===== config.mk =====
export PLATFORM = sky130hd
export DESIGN_NAME = rgb_pwm_monitor
export DESIGN_NICKNAME = d
export VERILOG_FILES = /design/src/rtl/rgb_pwm_pkg.sv /design/src/rtl/pwm_capture_ch.sv /design/src/rtl/rgb_pwm_monitor.sv
export SDC_FILE = /design/constraint.sdc
export NUM_CORES = 1
export LEC_CHECK = 0
export ABC_AREA = 1
export CORE_ASPECT_RATIO = 0.5
export CORE_UTILIZATION = 29
export DETAILED_ROUTE_END_ITERATION = 7
export PLACE_DENSITY = 0.45
export SYNTH_ARGS = -nofsm -noshare
export SYNTH_HDL_FRONTEND = slang
export SYNTH_SLANG_ARGS = --single-unit

===== constraint.sdc =====
create_clock -name clk -period 1.6 [get_ports clk]
set_input_delay 0.48 -clock clk [delete_from_list [all_inputs] [get_ports clk]]
set_output_delay 0.48 -clock clk [all_outputs]
set_load 0.03 [all_outputs]

===== src/rtl/rgb_pwm_pkg.sv =====
// Shared constants and types for the RGB PWM monitor.
package rgb_pwm_pkg;

  localparam int NUM_CH = 3;
  localparam int CH_R   = 0;
  localparam int CH_G   = 1;
  localparam int CH_B   = 2;

  typedef enum logic {
    IDLE,
    MEASURE
  } state_e;

endpackage


===== src/rtl/pwm_capture_ch.sv =====
// One PWM capture channel: synchronizer, rising-edge detect, period/on-time
// counters, stuck detection and registered result outputs.
module pwm_capture_ch
  import rgb_pwm_pkg::*;
#(
  parameter int CNT_W          = 16,
  parameter int SYNC_STAGES    = 2,
  parameter int TIMEOUT_CYCLES = 65535,
  parameter bit ACTIVE_LOW     = 1'b0
) (
  input  logic             clk,
  input  logic             rst_n,
  input  logic             pwm,
  output logic [CNT_W-1:0] period,
  output logic [CNT_W-1:0] high,
  output logic             valid,
  output logic             stuck,
  output logic             level
);

  localparam logic             IDLE_PIN = ACTIVE_LOW;
  localparam logic [CNT_W-1:0] TIMEOUT  = CNT_W'(TIMEOUT_CYCLES);

  logic [SYNC_STAGES-1:0] sync_q;
  logic                   s;
  logic                   s_prev;
  logic                   rise;
  state_e                 state_q;
  state_e                 state_d;
  logic [CNT_W-1:0]       cnt_q;
  logic [CNT_W-1:0]       cnt_d;
  logic [CNT_W-1:0]       hi_q;
  logic [CNT_W-1:0]       hi_d;
  logic                   take_meas;
  logic                   take_tmo;

  // Synchronizer resets to the idle pin level so release never fakes an edge.
  always_ff @(posedge clk or negedge rst_n) begin
    if (!rst_n) begin
      sync_q <= {SYNC_STAGES{IDLE_PIN}};
    end else begin
      sync_q <= {sync_q[SYNC_STAGES-2:0], pwm};
    end
  end

  assign s    = sync_q[SYNC_STAGES-1] ^ IDLE_PIN;
  assign rise = s & ~s_prev;

  always_ff @(posedge clk or negedge rst_n) begin
    if (!rst_n) begin
      state_q <= IDLE;
      cnt_q   <= '0;
      hi_q    <= '0;
      s_prev  <= 1'b0;
    end else begin
      state_q <= state_d;
      cnt_q   <= cnt_d;
      hi_q    <= hi_d;
      s_prev  <= s;
    end
  end

  // A rise takes priority over a timeout landing in the same cycle.
  always_comb begin
    state_d   = state_q;
    cnt_d     = cnt_q;
    hi_d      = hi_q;
    take_meas = 1'b0;
    take_tmo  = 1'b0;
    case (state_q)
      IDLE: begin
        if (rise) begin
          cnt_d   = CNT_W'(1);
          hi_d    = CNT_W'(1);
          state_d = MEASURE;
        end
      end
      MEASURE: begin
        if (rise) begin
          take_meas = 1'b1;
          cnt_d     = CNT_W'(1);
          hi_d      = CNT_W'(1);
        end else if (cnt_q == TIMEOUT) begin
          take_tmo = 1'b1;
          state_d  = IDLE;
        end else begin
          cnt_d = cnt_q + CNT_W'(1);
          hi_d  = hi_q + CNT_W'(s);
        end
      end
      default: state_d = IDLE;
    endcase
  end

  always_ff @(posedge clk or negedge rst_n) begin
    if (!rst_n) begin
      period <= '0;
      high   <= '0;
      valid  <= 1'b0;
      stuck  <= 1'b0;
      level  <= 1'b0;
    end else begin
      valid <= take_meas | take_tmo;
      if (take_meas) begin
        period <= cnt_q;
        high   <= hi_q;
        stuck  <= 1'b0;
      end else if (take_tmo) begin
        period <= '0;
        high   <= '0;
        stuck  <= 1'b1;
        level  <= s;
      end
    end
  end

endmodule


===== src/rtl/rgb_pwm_monitor.sv =====
// Three-channel PWM period/duty monitor for the RGB LED pins; one independent
// capture channel per colour, results packed channel-major.
module rgb_pwm_monitor
  import rgb_pwm_pkg::*;
#(
  parameter int CNT_W          = 16,
  parameter int SYNC_STAGES    = 2,
  parameter int TIMEOUT_CYCLES = 65535,
  parameter bit ACTIVE_LOW     = 1'b0
) (
  input  logic                    clk,
  input  logic                    rst_n,
  input  logic [NUM_CH-1:0]       pwm_i,
  output logic [NUM_CH*CNT_W-1:0] period_o,
  output logic [NUM_CH*CNT_W-1:0] high_o,
  output logic [NUM_CH-1:0]       valid_o,
  output logic [NUM_CH-1:0]       stuck_o,
  output logic [NUM_CH-1:0]       level_o
);

  for (genvar i = 0; i < NUM_CH; i++) begin : g_ch
    pwm_capture_ch #(
      .CNT_W         (CNT_W),
      .SYNC_STAGES   (SYNC_STAGES),
      .TIMEOUT_CYCLES(TIMEOUT_CYCLES),
      .ACTIVE_LOW    (ACTIVE_LOW)
    ) u_ch (
      .clk   (clk),
      .rst_n (rst_n),
      .pwm   (pwm_i[i]),
      .period(period_o[i*CNT_W +: CNT_W]),
      .high  (high_o[i*CNT_W +: CNT_W]),
      .valid (valid_o[i]),
      .stuck (stuck_o[i]),
      .level (level_o[i])
    );
  end

endmodule


==> flow_metrics.tcl <==
set metrics [dict create \
    synth-seq-cells 213 \
    postLayoutCoreUtil 0.4373 \
    power_density_nw_per_um2 986.0 \
    yosysSeqAreaShare 0.4941 \
    hold_start "g_ch[1].u_ch.sync_q[0]" \
    worst-path-buf-inv 1 \
    cp.arrival_ns 2.06 \
    r2r_end "g_ch[2].u_ch.hi_q[10]" \
    wl_per_cell_um 15.68 \
    setup_tns_ns -1.682 \
    clk_latency_ns 0.53 \
    grt_overflow 0 \
    drc 2 \
    path_clk_slew_ns 0.06 \
    die_h_um 138.4 \
    critical_path_required_ns 2.02 \
    antenna_found_initial 0 \
    io_buffers 109 \
    rsz0062_at_grt "yes" \
    ios 110 \
    drt-pass1-iter-count 7 \
    grt_pass1_vias 9758 \
    slowest_delay_ns 0.37 \
    gp_congestion 0.8597 \
    crit-reg2reg-launch "g_ch[2].u_ch.cnt_q[1]" \
    die_w_um 274.8 \
    grt_max_degree 55 \
    reg2regPathDepth 9 \
    dpl-instance-area_um2 13590 \
    htree_levels 1 \
    finalSetupViolCount 84 \
    critPathLaunchType "flip-flop" \
    whs_ns 0.3505 \
    rrSetupSlack_ns -0.05 \
    initial_core_util 0.2972 \
    whs_endpoint "g_ch[1].u_ch.sync_q[1]" \
    n_fill_cell 3621 \
    grt_pass1_wl_mm 51.05 \
    cts_tree "yes" \
    seqCellArea_um2 5336 \
    fmax_ghz 0.6065 \
    area_delta_synth_final_pct 47.14 \
    cp-end-kind "flip-flop" \
    dp_hpwl_mm 22.32 \
    hold_path.class "flip-flop to flip-flop" \
    multi_input_area_um2 5487 \
    syn_inst 1363 \
    yosys_warnings 0 \
    clock_sinks 213 \
    final_cell_area_um2 15870 \
    root_buffer "clkbuf_16" \
    synthesis.nets 1377 \
    drive_above_1_share 0.3479 \
    die-area_um2 38020 \
    synth.top_cell.area_share 0.4941 \
    critPathKind "flip-flop to flip-flop" \
    slew_headroom 0.7164 \
    cts_made_buffers 22 \
    path_cells "ha_2 -> nand2_2 -> nor2_4 -> nand4_4 -> nand2_4 -> nand2_8 -> clkbuf_16 -> nand3_2 -> nand2_1" \
    worstMarginPinSlew_ns 0.4253 \
    path_delay_family "simple AND/OR/NAND/NOR gates" \
    hold_depth 0 \
    path_max_fanout 13 \
    clk_path_buf_depth 3 \
    hold_viol_final 0 \
    ir_drop_uv 600.3 \
    fin_worst_skew_ns 0.01357 \
    nets 1632 \
    core-area_um2 36290 \
    drv_slew 0 \
    setup_slack_ns -0.04872 \
    status "finished, violations left" \
    diodes 0 \
    drtIter0Drc 620 \
    avgSynthCellArea_um2 7.915 \
    synth_area_leaders "dfrtp_1 49%, nand2_1 12%, nand3_1 8.1%, o21ai_1 6.4%, inv_1 4.2%" \
    cpMaxStageDelayCell "dfrtp_1" \
    maxCapViolCount 0 \
    fin_crit_ns 1.649 \
    wirelength_mm 33.14 \
    synth_area_um2 10790 \
    violations "DRC, setup timing" \
    fin_crit_sh 1.030 \
    synth.distinct_cells 29 \
    antenna_left 0 \
    pre_cts_slack_ns -0.1102 \
    yosysTopAreaCell "dfrtp_1" \
    rows 49 \
    grt_usage 0.1644 \
    leakage_nw 7.498 \
    via_per_inst 4.814 \
    dr_total_vias 10176 \
]
[worst max-delay path by stage]
stage / from / to / slack, ns / depth (start not counted)
6_report: g_ch[2].u_ch.cnt_q[1] / g_ch[2].u_ch.hi_q[10] / -0.05 / 9
5_1_grt: g_ch[2].u_ch.sync_q[1] / g_ch[2].u_ch.hi_q[15] / -0.15 / 10
4_1_cts: g_ch[0].u_ch.high[12] / high_o[12] / -0.03 / 1
3_5_place_dp: g_ch[2].u_ch.cnt_q[1] / g_ch[2].u_ch.period[1] / -0.11 / 9
3_3_place_gp: g_ch[2].u_ch.cnt_q[0] / g_ch[2].u_ch.period[1] / -0.05 / 9
2_1_floorplan: g_ch[0].u_ch.cnt_q[0] / g_ch[0].u_ch.hi_q[13] / 0.002 / 9
[layout by cell type, fill, tap and decap left out, drive strengths merged]
master	instances
clkinvlp	2
xor2	22
ha	9
nor2b	1
o21ai	163
buf	279
nand3	183
bufinv	4
nor2	134
a31oi	2
nand2	354
nand3b	3
nor3	14
nand4	61
clkinv	3
or2	3
dfrtp	213
dlygate4sd3	1
inv	135
clkbuf	41
clkdlybuf4s50	3
[flip-flops by register name (all words and copies together) (netlist names)]
| register | count |
|---|---|
| g_ch.u_ch.hi_q | 48 |
| g_ch.u_ch.state_q | 3 |
| g_ch.u_ch.stuck | 3 |
| g_ch.u_ch.s_prev | 3 |
| g_ch.u_ch.valid | 3 |
| g_ch.u_ch.level | 3 |
| g_ch.u_ch.sync_q | 6 |
| g_ch.u_ch.period | 48 |
| g_ch.u_ch.high | 48 |
| g_ch.u_ch.cnt_q | 48 |
[area by class of cell]
type | instances | share of cell area
clock buffers | 27 | 0.03910
flip-flops and latches | 213 | 0.3362
clock inverters | 9 | 0.009459
multi-input cells | 949 | 0.3457
repair buffers | 297 | 0.1992
inverters | 135 | 0.03224
well taps | 484 | 0.03815
[per-stage QoR]
stage	power, mW	instances
2_1_floorplan	7.938	1363
3_3_place_gp	9.479	2015
3_5_place_dp	9.543	2015
4_1_cts	15.29	2059
5_1_grt	16.45	2114
6_report	15.65	2114
[routing by layer]
layer / wire (µm) / share of wire / track usage
met1: 15750 / 0.48 / 0.2289
met2: 15510 / 0.47 / 0.2675
met3: 1123 / 0.034 / 0.02414
met4: 751 / 0.023 / 0.04064
met5: 0 / 0 / 0
[Yosys cell counts, drive strengths merged]
master	n
or2	3
nand4	61
nor2	134
ha	9
nor3	14
nand3b	3
buf	49
o21ai	163
nor2b	1
nand3	183
nand2	354
clkbuf	17
a31oi	2
xor2	22
dfrtp	213
inv	135
[where the power goes]
part / switching (mW) / leakage, nW / total (mW) / internal [mW]
clock network: 2.29 / 0.375 / 5.67 / 3.38
registers: 0.510 / 2.87 / 6.40 / 5.89
logic: 1.92 / 4.25 / 3.58 / 1.66
total: 4.72 / 7.50 / 15.7 / 10.9
[cells by family (layout without fill, tap and decap cells)]
| logic type | count (synthesis) | in the layout | synth area share |
|---|---|---|---|
| fa+ha+maj | 9 | 9 | 0.01044 |
| compound gates | 165 | 165 | 0.07956 |
| simple gates | 753 | 753 | 0.3166 |
| buf+inv | 201 | 468 | 0.08142 |
| flops | 213 | 213 | 0.4941 |
| xor+xnor | 22 | 22 | 0.01786 |
[repair_timing]
| item | 4_1_cts | 5_1_grt |
|---|---|---|
| setup endpoints to repair | 207 | 264 |
| hold endpoints to repair | 18 | 0 |
| pin swaps | 2 | 46 |
| hold buffers | 1 | 0 |
| gates cloned | 0 | 14 |
| resized for setup | 418 | 341 |
| buffers inserted | 7 | 41 |
Power figures use the tool's default switching activity.
